File: src/rtl/gray_conv_sched.sv
// gray_conv_sched: round-robin scheduler sharing one bit-serial Gray encode/decode engine between two requesters
module gray_conv_sched #(
    parameter int WIDTH = 4
) (
    input  logic             clk,
    input  logic             rst_n,
    input  logic             EN,
    input  logic             req0_valid,
    output logic             req0_ready,
    input  logic [WIDTH-1:0] req0_din,
    input  logic             req0_gray_n,
    input  logic             req1_valid,
    output logic             req1_ready,
    input  logic [WIDTH-1:0] req1_din,
    input  logic             req1_gray_n,
    output logic             out_valid,
    input  logic             out_ready,
    output logic [WIDTH-1:0] Dout,
    output logic             out_id,
    output logic             out_gray_n,
    output logic             busy
);
    localparam int IW = $clog2(WIDTH);

    typedef enum logic [1:0] {IDLE, CONV, DONE} state_t;

    state_t           state_q, state_d;
    logic [IW-1:0]    idx_q, idx_d;
    logic             rr_q, rr_d;
    logic             id_q, id_d;
    logic             gray_n_q, gray_n_d;
    logic [WIDTH-1:0] din_q, din_d;
    logic [WIDTH-1:0] dout_q, dout_d;
    logic [WIDTH-1:0] din_sh, dout_sh;
    logic             grant0, grant1, bit_nxt;

    // Neighbour bit one position up; zero above the MSB so the top bit passes straight through.
    assign din_sh  = {1'b0, din_q[WIDTH-1:1]};
    assign dout_sh = {1'b0, dout_q[WIDTH-1:1]};

    // State register; reset abandons any in-flight word.
    always_ff @(posedge clk or negedge rst_n) begin
        if (!rst_n) begin
            state_q  <= IDLE;
            idx_q    <= IW'(WIDTH - 1);
            rr_q     <= 1'b0;
            id_q     <= 1'b0;
            gray_n_q <= 1'b0;
            din_q    <= '0;
            dout_q   <= '0;
        end else begin
            state_q  <= state_d;
            idx_q    <= idx_d;
            rr_q     <= rr_d;
            id_q     <= id_d;
            gray_n_q <= gray_n_d;
            din_q    <= din_d;
            dout_q   <= dout_d;
        end
    end

    // Next state: latch the granted word in IDLE, emit one bit per enabled CONV cycle, hand priority over after DONE.
    always_comb begin
        state_d  = state_q;
        idx_d    = idx_q;
        rr_d     = rr_q;
        id_d     = id_q;
        gray_n_d = gray_n_q;
        din_d    = din_q;
        dout_d   = dout_q;
        bit_nxt  = din_q[idx_q] ^ (gray_n_q ? dout_sh[idx_q] : din_sh[idx_q]);
        case (state_q)
            IDLE: if (grant0 || grant1) begin
                state_d  = CONV;
                idx_d    = IW'(WIDTH - 1);
                id_d     = grant1;
                din_d    = grant1 ? req1_din : req0_din;
                gray_n_d = grant1 ? req1_gray_n : req0_gray_n;
                dout_d   = '0;
            end
            CONV: if (EN) begin
                dout_d[idx_q] = bit_nxt;
                state_d       = (idx_q == '0) ? DONE : CONV;
                idx_d         = (idx_q == '0) ? idx_q : idx_q - IW'(1);
            end
            DONE: if (out_ready) begin
                state_d = IDLE;
                rr_d    = ~id_q;
            end
            default: state_d = IDLE;
        endcase
    end

    // Outputs: grants are offered only in IDLE with EN high, never during reset, and never depend on out_ready.
    always_comb begin
        grant0     = rst_n && EN && (state_q == IDLE) && req0_valid && (!req1_valid || !rr_q);
        grant1     = rst_n && EN && (state_q == IDLE) && req1_valid && (!req0_valid || rr_q);
        req0_ready = grant0;
        req1_ready = grant1;
        out_valid  = (state_q == DONE);
        busy       = (state_q != IDLE);
        Dout       = dout_q;
        out_id     = id_q;
        out_gray_n = gray_n_q;
    end
endmodule

File: config.mk
export PLATFORM = sky130hd
export DESIGN_NAME = gray_conv_sched
export DESIGN_NICKNAME = d
export VERILOG_FILES = /design/src/rtl/gray_conv_sched.sv
export SDC_FILE = /design/constraint.sdc
export NUM_CORES = 1
export LEC_CHECK = 0
export ABC_CLOCK_PERIOD_IN_PS = 4150
export BUFFER_PORTS_ARGS = -buffer_cell sky130_fd_sc_hd__buf_2
export CAP_MARGIN = 20
export CORE_MARGIN = 1
export CORE_UTILIZATION = 55
export CTS_BUF_LIST = sky130_fd_sc_hd__clkbuf_2
export DETAILED_ROUTE_END_ITERATION = 16
export PLACE_DENSITY_LB_ADDON = 0.1
export REMOVE_ABC_BUFFERS = 1
export SETUP_SLACK_MARGIN = 0.3
export SLEW_MARGIN = 20
export SYNTH_ARGS = -nofsm -noshare
export SYNTH_HDL_FRONTEND = slang
export SYNTH_SLANG_ARGS = --single-unit
File: constraint.sdc
create_clock -name clk -period 4.15 [get_ports clk]
set_input_delay 0.6225 -clock clk [delete_from_list [all_inputs] [get_ports clk]]
set_output_delay 0.6225 -clock clk [all_outputs]
set_load 0.1 [all_outputs]
==> impl_metrics.yaml <==
global_routing:
  track_usage_pct: 24.2
  grt_overflow_total: 0
  grt_pass1_vias: 705
  grt_max_degree: 18
  antenna_found_initial: 0
  grt_pass1_wl_mm: 3.14
worst_setup_path:
  worstSetupPathType: "in -> out"
  cp_max_fo: 17
  worstPathRequired_ps: 3530
  r2r_setup_slack_ps: 2350
  worstSetupEndpoint: "req1_ready"
  endpoint_kind: "primary output"
  start_kind: "input port"
  r2r_end: "Dout[2]"
  critPathArrivalTime_ps: 1960
  r2r_start: "idx_q[1]"
  crit_start: "rst_n"
  reg2reg_depth: 4
placement:
  hpwl_mm: 1.40
  pre_cts_ws_ps: 1550
  place_congestion: 0.806
  io_buffers: 25
detailed_routing:
  first_iter_violations: 9
  detail-route-antenna-nets: 0
  wirelength_mm: 1.80
  vias_per_cell: 5.61
  route.detailed.drc: 0
  vias: 746
  routedWlPerCell_um: 13.6
  drt_pass1_iterations: 4
cells_and_area:
  diodes: 0
  final_cell_mix: "buf_2, dfrtp_1, o21ai_1, nand2_1"
  nets: 138
  final_common_cell: "buf_2"
  area_growth_pct: 17.6
  drive_above_1_share_pct: 30.8
  n_fill_cell: 136
synth:
  ys_seq_area_share_pct: 42.9
  yosys.cell_types.count: 26
  syn_area_per_cell_um2: 9.79
  synth_top_area_share_pct: 36.9
  synth_area_leader_cell: "dfrtp_1"
  synth_area_leaders: "dfrtp_1, mux2i_1, o21ai_1, dfstp_2, ha_1"
  synthCells: 90
  ys_warn_count: 0
  synth_seq_cells: 15
  syn_area_um2: 881
die:
  die-width_um: 42.0
  ios: 26
  die_h_um: 42.0
  std_cell_rows: 14
  die_area_um2: 1770
  start_util_pct: 58.5
  coreArea_um2: 1510
clocking:
  clkLatencyLatePin_ps: 280
  cts_hold_buf: 0
  cts.sinks: 15
  clk_path_buf_depth: 2
  htreeDepth: 1
  cts_tree: "done"
  cts-buffers-inserted: 3
  cts_root_buffer: "clkbuf_2"
  ctsResizeCount: 0
  post_cts.repair.setup_buffers: 0
  path_clk_slew_ps: 140
timing:
  worstMarginPinSlew_ps: 722
  grt_setup_unrepaired: "false"
  setup_viol_count_final: 0
  period_share_pct: 62.2
  max_slew_margin_pct: 51.6
  skew_ps: 4.78
  setup_ws_ps: 1570
  fmax_ghz: 0.387
  hold_viol: 0
  fin_crit_ps: 2580
  tns_ps: 0
  maxSlewViolCount: 0
run:
  maxCapViolations: 0
power:
  p_per_area_nw_per_um2: 848
  peakVddDrop_mv: 0.660
  leakage_uw: 0.000565
  p_total_uw: 878
hold_path:
  min_path_type: "in -> async"
run_status:
  status: "finished clean"
area by class of cell:
class / count / area [µm²] / share of cell area (%)
clock buffer: 4 / 20.0 / 1.93
inverter: 5 / 18.8 / 1.81
multi-input combinational: 68 / 474 / 45.8
sequential: 15 / 378 / 36.5
tap: 16 / 20.0 / 1.93
timing repair buffer: 25 / 125 / 12.1
cell usage after synthesis, drive strengths merged:
master   instances
dfrtp           13
mux2i            6
a21oi            2
o21a             1
a22oi            2
nand2b           4
nor2             4
mux4             2
nand2           10
o21ai           18
nand3            7
nor2b            2
and4bb           1
inv              5
xnor2            1
dfstp            2
ha               4
o2bb2ai          1
or2              1
a31oi            1
buf              2
and3             1
flip-flops by register name, indices dropped and copies added, names as in the netlist:
name	count
out_id	1
Dout	4
idx_q	2
state_q	2
rr_q	1
din_q	4
out_gray_n	1
worst max-delay path, stage by stage:
cell,delay (ps)
buf_2,310
and4bb_1,300
nand3_2,220
inv_2,80
buf_2,420
power by group:
part | total, µW | internal (µW) | switching (µW)
combinational | 524 | 148 | 375
clock | 71.0 | 25.5 | 45.4
sequential | 284 | 214 | 69.5
total | 878 | 388 | 490
cell families after synthesis:
| family | share of synthesized area [%] |
|---|---|
| xor gates and xnor gates | 1.85 |
| adders and majority gates | 5.68 |
| buffers and inverters | 3.27 |
| muxes | 12.4 |
| and+or+nand+nor | 17.6 |
| AOI/OAI and AO/OA | 16.3 |
| DFF | 42.9 |
per-layer routing:
layer	GRT usage [%]	vias up	share of wire, %
met3	2.59	5	3.5
met4	11.3	0	1.9
li1	-	374	-
met2	40.6	20	49
met5	0	-	0
met1	31.4	347	45
worst min path at each step:
stage	from	end	slack (ps)
floorplan	rst_n	Dout[0]	330
global placement	out_id	rr_q	470
detailed placement	out_id	rr_q	470
CTS	rst_n	out_gray_n	220
global route	rst_n	Dout[3]	210
finish	rst_n	din_q[2]	220
metrics by stage:
step           hold slack (ps)  utilization, %  area, µm²  cells
5_1_grt                    210            68.8       1040    133
4_1_cts                    221            68.8       1040    133
2_1_floorplan              327               -        871     88
6_report                   218            68.8       1040    133
3_3_place_gp               468            67.4       1020    129
3_5_place_dp               471            67.4       1020    129
Note: power is estimated with default switching activity, not from simulation.
